## src/rtl/byte_frame_assembler.sv

```systemverilog
// Byte-stream frame assembler: SYNC, length, payload, XOR checksum -> one wide word.
// Optional stall timeout is compiled in with `define BFA_TIMEOUT_EN.
module byte_frame_assembler #(
    parameter logic [7:0] SYNC_BYTE = 8'hA5,
    parameter int         MAX_LEN   = 8,
    parameter int         TIMEOUT   = 16
) (
    input  logic                 clk,
    input  logic                 areset,
    input  logic                 in_valid,
    input  logic [7:0]           in,
    output logic                 out_valid,
    output logic                 out_err,
    output logic [3:0]           out_len,
    output logic [MAX_LEN*8-1:0] out_data,
    output logic                 busy
);

    typedef enum logic [1:0] {S_IDLE, S_LEN, S_PAYLOAD, S_CSUM} state_t;

    state_t               r_state;
    logic [3:0]           r_len;
    logic [3:0]           r_cnt;
    logic [7:0]           r_csum;
    logic [MAX_LEN*8-1:0] r_stage;
    logic                 w_timeout;
    logic                 w_len_ok;

    assign w_len_ok = (in >= 8'd1) && (in <= 8'(MAX_LEN));

`ifdef BFA_TIMEOUT_EN
    localparam int TW = $clog2(TIMEOUT + 1);
    logic [TW-1:0] r_tmo;

    assign w_timeout = (r_state != S_IDLE) && (r_tmo == TW'(TIMEOUT));

    // Every state change coincides with a valid byte or a timeout, so those clears cover it.
    always_ff @(posedge clk or posedge areset) begin
        if (areset) begin
            r_tmo <= '0;
        end else if (in_valid || w_timeout || (r_state == S_IDLE)) begin
            r_tmo <= '0;
        end else if (r_tmo != TW'(TIMEOUT)) begin
            r_tmo <= r_tmo + 1'b1;
        end
    end
`else
    logic w_unused_timeout;
    assign w_unused_timeout = (TIMEOUT != 0);
    assign w_timeout        = 1'b0;
`endif

    always_ff @(posedge clk or posedge areset) begin
        if (areset) begin
            r_state   <= S_IDLE;
            r_len     <= '0;
            r_cnt     <= '0;
            r_csum    <= '0;
            r_stage   <= '0;
            out_valid <= 1'b0;
            out_err   <= 1'b0;
            out_len   <= '0;
            out_data  <= '0;
            busy      <= 1'b0;
        end else begin
            out_valid <= 1'b0;
            out_err   <= 1'b0;
            if (w_timeout) begin
                out_err <= 1'b1;
                r_state <= S_IDLE;
                busy    <= 1'b0;
            end else if (in_valid) begin
                case (r_state)
                    S_IDLE: begin
                        if (in == SYNC_BYTE) begin
                            r_state <= S_LEN;
                            busy    <= 1'b1;
                        end
                    end
                    S_LEN: begin
                        if (w_len_ok) begin
                            r_len   <= in[3:0];
                            r_csum  <= in;
                            r_cnt   <= '0;
                            r_stage <= '0;
                            r_state <= S_PAYLOAD;
                        end else begin
                            out_err <= 1'b1;
                            r_state <= S_IDLE;
                            busy    <= 1'b0;
                        end
                    end
                    S_PAYLOAD: begin
                        r_stage[8*r_cnt +: 8] <= in;
                        r_csum                <= r_csum ^ in;
                        r_cnt                 <= r_cnt + 4'd1;
                        if ((r_cnt + 4'd1) == r_len) begin
                            r_state <= S_CSUM;
                        end
                    end
                    S_CSUM: begin
                        if (in == r_csum) begin
                            out_data  <= r_stage;
                            out_len   <= r_len;
                            out_valid <= 1'b1;
                        end else begin
                            out_err <= 1'b1;
                        end
                        r_state <= S_IDLE;
                        busy    <= 1'b0;
                    end
                    default: begin
                        r_state <= S_IDLE;
                        busy    <= 1'b0;
                    end
                endcase
            end
        end
    end

endmodule

```

## config.mk

```make
export PLATFORM = sky130hd
export DESIGN_NAME = byte_frame_assembler
export DESIGN_NICKNAME = d
export VERILOG_FILES = /design/src/rtl/byte_frame_assembler.sv
export SDC_FILE = /design/constraint.sdc
export NUM_CORES = 1
export LEC_CHECK = 0
export BUFFER_PORTS_ARGS = -buffer_cell sky130_fd_sc_hd__buf_2
export CORE_MARGIN = 3
export CORE_UTILIZATION = 50
export CTS_CLUSTER_SIZE = 14
export DETAILED_ROUTE_END_ITERATION = 16
export GPL_ROUTABILITY_DRIVEN = 1
export PLACE_DENSITY = 0.7
export SLEW_MARGIN = 40
export SYNTH_ARGS = -nofsm -noshare
export SYNTH_HDL_FRONTEND = slang
export SYNTH_SLANG_ARGS = --single-unit
```

## constraint.sdc

```tcl
create_clock -name clk -period 6 [get_ports clk]
set_input_delay 0.3 -clock clk [delete_from_list [all_inputs] [get_ports clk]]
set_output_delay 0.3 -clock clk [all_outputs]
set_load 0.02 [all_outputs]
```

==> impl_metrics.ini, run 1 <==
[critical_path]
r2r_cells = 6
cp_max_fo = 16
crit_arrival_ps = 3010
critPathCapture = r_stage[2]$_DFFE_PP0P_
crit_path_end_kind = register
r2r_end = r_stage[2]$_DFFE_PP0P_
startpoint = r_cnt[0]$_DFFE_PP0P_
rrSetupSlack_ps = 3250
crit_type = register to register
start_kind = register
required_ps = 6270
r2r-start = r_cnt[0]$_DFFE_PP0P_

[synth]
syn_area_per_cell_um2 = 12.55
synth-main-ff-cell = dfrtp_1
syn_inst = 511
async_reset_ff_share_pct = 100.0
synth_edf_count = 0
syn_area_mm2 = 0.006412
syn-num-nets = 527
yosysUniqueCellTypes = 48
seq_area_frac_synth_pct = 59.71
ys_seq_elements = 153
yosys_warnings = 0
synth_most_common_cell = dfrtp_1
synth_common_cells = 153 x dfrtp_1, 51 x mux2_2, 38 x nand3_1, 36 x nand2_1, 33 x o21ai_0
synth_top_area_cell = dfrtp_1
yosys.area.top_type_share_pct = 59.71
synthTopCellsByArea = dfrtp_1 60%, mux2_2 9.0%, mux2_1 3.7%

[placement]
routabilityCongestion = 0.8396
dp.cells = 732
dp_hpwl_um = 9032
numPortBuffers = 81
post_dp_cell_area_mm2 = 0.006930
dpl_worst_slack_ps = 3341

[sta]
fin_worst_skew_ps = 8.046
finalWorstSetupSlack_ps = 3255
worstMarginPinSlew_ps = 762.7
post-route-min-period_ps = 2745
rsz0062_at_grt = no
fin_crit_sh_pct = 45.75
hold_violations = 0
clock.fmax_mhz = 364.3
fin_tns_setup_ps = 0
slew_headroom_pct = 49.16
report.final.slew_viol_count = 0
setup_viol = 0

[cells_and_area]
final_cells = 765
nets = 600
area_growth_pct = 17.78
drive_gt1_share_pct = 30.15
antennaDiodeCount = 0
final_area_mm2 = 0.007552

[clock_network]
post_cts_buffers = 0
cts_tree = done
clk_pin_slew_ps = 60
numCtsBuffers = 17
worstSkewPairLatency_ps = 420
clk_path_buf_depth = 2
clock_sinks = 153
cts.root.buffer_cell = clkbuf_16
h-tree-depth = 4

[die]
coreArea_mm2 = 0.01226
die-area_mm2 = 0.01422
fp-row-count = 40
start_util_pct = 52.30
ios = 82
fp.dieH_um = 119.2
die_w_um = 119.2

[drt]
wl_um = 13490
first_pass_iters = 4
drcViolationCount = 0
drt_iter0_markers = 295
wire_per_inst_um = 17.64
vias_per_cell = 5.637
ant_nets = 0
dr_total_vias = 4312

[global_routing]
grt_max_degree = 83
grtUsageTotal_pct = 20.01
busiest_layer = met2
use_met3_pct = 5.176
grt_util_met2_pct = 30.41
grt_overflow_total = 0
antenna_found_initial = 0
grt_pass1_vias = 4279
grtUsageMet1_pct = 28.17
grt_first_pass_wirelength_um = 22430

[job]
maxCapViolations = 0

[power]
ir_worst_vdd_v = 0.0001912
pwr_density_cell_mw_per_mm2 = 294.1
power_leakage_nw = 3.867
finalPower_mw = 2.221

[min_path]
hold_class = input port to register

[status]
status = finished clean
==> worst min-delay path by stage <==
stage,depth (start not counted),startpoint,endpoint
finish,3,in[6],r_stage[14]$_DFFE_PP0P_
global route,3,in[6],r_stage[14]$_DFFE_PP0P_
floorplan,2,in[4],r_stage[12]$_DFFE_PP0P_
detailed placement,2,areset,out_data[33]$_DFFE_PP0P_
CTS,3,in[6],r_stage[14]$_DFFE_PP0P_
global placement,2,areset,out_data[32]$_DFFE_PP0P_
==> metrics by stage <==
step	hold slack (ps)	util, %
global placement	430.2	56.40
global route	192.0	61.59
finish	190.4	61.59
floorplan	436.0	-
CTS	181.1	61.59
detailed placement	435.1	56.52
==> cells in the final DEF (no fill, tap or decap), types with 2 or more instances in the layout <==
| master | synthesis | final |
|---|---|---|
| buf_2 | 7 | 81 |
| nand2_1 | 36 | 36 |
| and3_1 | 2 | 2 |
| nor2_1 | 7 | 7 |
| a21oi_1 | 13 | 13 |
| dfrtp_1 | 153 | 153 |
| clkinv_2 | 0 | 3 |
| inv_1 | 11 | 10 |
| xnor2_1 | 11 | 11 |
| buf_4 | 1 | 3 |
| bufinv_16 | 0 | 3 |
| nor2b_1 | 2 | 2 |
| or2_2 | 2 | 2 |
| and3b_1 | 2 | 2 |
| inv_6 | 0 | 8 |
| clkbuf_16 | 0 | 17 |
| or3_1 | 2 | 2 |
| o21ai_0 | 33 | 33 |
| nand4_1 | 3 | 3 |
| nand3_1 | 38 | 37 |
| mux2i_1 | 17 | 17 |
| xor2_1 | 7 | 7 |
| a32o_1 | 16 | 16 |
| ha_1 | 5 | 5 |
| nor3_1 | 13 | 13 |
| a22o_1 | 8 | 8 |
| mux2_1 | 21 | 21 |
| and2_1 | 2 | 2 |
| mux2_2 | 51 | 51 |
| nor4_1 | 3 | 3 |
| nand2b_1 | 2 | 2 |
| a31o_2 | 2 | 2 |
==> sequential cells by signal, summed over array words and instances (netlist names), named ones only <==
register   count
busy           1
out_err        1
r_cnt          4
out_data      64
out_valid      1
r_stage       64
out_len        4
r_state        1
r_csum         8
r_len          4
==> metal layers <==
metal	vias to the layer above	share of wire (%)
met5	-	0
met4	0	1.8
met3	22	5.5
met2	125	46
met1	2173	47
li1	1992	-
==> where the power goes <==
group	internal, mW	leakage, nW	switching [mW]
registers	1.03	2.13	0.00532
logic	0.0190	1.43	0.0544
clock network	0.665	0.306	0.443
==> cell families (layout without fill, tap and decap cells) <==
group / count (synthesis) / count (layout) / share of synthesized area (%)
buf+inv: 44 / 130 / 3.005
fa+ha+maj: 5 / 5 / 0.9756
compound gates: 77 / 77 / 8.098
simple gates: 125 / 125 / 10.46
flops: 153 / 153 / 59.71
xor+xnor: 18 / 18 / 2.459
mux: 89 / 89 / 15.30
==> critical path, cell delays in order (launching register included) <==
cell	delay, ps
dfrtp_1	530
inv_2	210
ha_1	300
nor3b_2	540
nand4_1	600
nand3_1	290
o21ai_0	130
==> cell type report <==
class / count / area (µm²)
fillers: 971 / 4710
flip-flops and latches: 153 / 3829
multi-input cells: 314 / 2402
repair buffers: 86 / 449.2
clock buffers: 17 / 425.4
well taps: 168 / 210.2
clock inverters: 15 / 186.4
inverters: 12 / 50.05
==> repair_timing <==
action	CTS	global route
gates resized for setup	0	0
hold buffers	1	0
setup endpoints to repair	0	0
hold endpoints to repair	16	0
Note: power is estimated with default switching activity, not from simulation.
==> run 2: changes to the inputs <==
Clock period 6 ns to 2.8 ns, I/O delays scaled along.
==> impl_metrics.ini, run 2 (synthesis gave the netlist of run 1 again) <==
[status]
status = finished clean

[sta]
fin_crit_sh_pct = 88.22
clock.fmax_mhz = 404.8
post-route-min-period_ps = 2470
worstMarginPinSlew_ps = 751.5
rsz0062_at_grt = no
report.final.slew_viol_count = 0
holdWs_ps = 22.58
slew_headroom_pct = 49.90
hold_violations = 0
fin_tns_setup_ps = 0
finalWorstSetupSlack_ps = 329.7
setup_viol = 0
fin_worst_skew_ps = 8.390

[critical_path]
cp_max_fo = 12
start_kind = register
rrSetupSlack_ps = 330
crit_path_end_kind = register
r2r_cells = 5
critPathCapture = r_stage[18]$_DFFE_PP0P_
required_ps = 3130
crit_type = register to register
startpoint = r_cnt[0]$_DFFE_PP0P_
r2r_end = r_stage[18]$_DFFE_PP0P_
r2r-start = r_cnt[0]$_DFFE_PP0P_
crit_arrival_ps = 2800

[global_routing]
grt_overflow_total = 0
grtUsageTotal_pct = 20.35
grt_max_degree = 75
grt_pass1_vias = 4397
antenna_found_initial = 0
grt_first_pass_wirelength_um = 22790

[cells_and_area]
mostFrequentLayoutCells = 153 x dfrtp_1, 81 x buf_2, 51 x mux2_2, 38 x nand3_1, 36 x nand2_1
final_cells = 770
antennaDiodeCount = 0
multiInputGateArea_mm2 = 0.002391
area_growth_pct = 19.04
final_util_pct = 62.26
reg.largest.list = out_data: 64 flops, r_stage: 64 flops, r_csum: 8 flops
drive_gt1_share_pct = 30.23
nFillCells = 966
final_area_mm2 = 0.007634
final_common_cell = dfrtp_1
final-seq-area_mm2 = 0.003829
nets = 605

[power]
power_leakage_nw = 3.883
pwr_density_cell_mw_per_mm2 = 628.4
finalPower_mw = 4.797
ir_worst_vdd_v = 0.0004212

[drt]
wire_per_inst_um = 17.66
first_pass_iters = 5
ant_nets = 0
drcViolationCount = 0
vias_per_cell = 5.573
wl_um = 13600
drt_iter0_markers = 253
dr_total_vias = 4291

[placement]
dp_hpwl_um = 9210
post_dp_cell_area_mm2 = 0.006989
routabilityCongestion = 0.8186
dp.cells = 737
dpl_worst_slack_ps = 408.6
numPortBuffers = 81

[die]
die-area_mm2 = 0.01422
fp.dieH_um = 119.2
ios = 82
fp-row-count = 40
start_util_pct = 52.30
coreArea_mm2 = 0.01226
die_w_um = 119.2

[clock_network]
cts.root.buffer_cell = clkbuf_16
clock_sinks = 153
clk_pin_slew_ps = 60
cts_tree = done
worstSkewPairLatency_ps = 420
post_cts_buffers = 0
clk_path_buf_depth = 2
h-tree-depth = 4
numCtsBuffers = 17

[job]
maxCapViolations = 0

[min_path]
hold_class = input port to register
run 2: per-layer routing:
layer  GRT usage [%]  up-vias  part of all wire [%]
met2           31.26      131                    47
li1                -     1995                     -
met1           28.03     2145                    46
met3           5.983       20                   5.6
met4           6.300        0                   1.5
met5               0        -                     0
run 2: layout make-up:
cell class | count | area share, %
clock buffer | 23 | 6.524
clock inverter | 9 | 1.787
inverter | 12 | 0.6392
multi-input combinational | 314 | 31.32
sequential | 153 | 50.16
tap | 168 | 2.754
timing repair buffer | 91 | 6.819
run 2: worst min path at each step:
stage	start	to	slack, ps	cells past startpoint
3_3_place_gp	areset	out_data[32]$_DFFE_PP0P_	250	2
4_1_cts	in[5]	r_stage[13]$_DFFE_PP0P_	7	3
5_1_grt	in[5]	r_stage[13]$_DFFE_PP0P_	10	3
2_1_floorplan	in[4]	r_stage[12]$_DFFE_PP0P_	280	2
3_5_place_dp	areset	out_data[33]$_DFFE_PP0P_	250	2
6_report	in[5]	r_stage[13]$_DFFE_PP0P_	20	3
run 2: where the power goes:
| part | internal [mW] | switching (mW) | total (mW) | leakage [nW] |
|---|---|---|---|---|
| Combinational | 0.0448 | 0.116 | 0.161 | 1.46 |
| Clock | 1.52 | 0.883 | 2.41 | 0.294 |
| Sequential | 2.22 | 0.0114 | 2.23 | 2.13 |
| Total | 3.79 | 1.01 | 4.80 | 3.88 |
run 2: repair_timing:
item	in CTS	in global routing
endpoints found under the hold margin	25	0
gates resized for setup	0	0
hold buffers	1	0
run 2: worst max-delay path, cell delays in order, from the launching register on:
cell     delay, ps
dfrtp_1        610
inv_2          170
ha_1           480
nor3b_1        350
nand3_1        460
mux2i_1        310
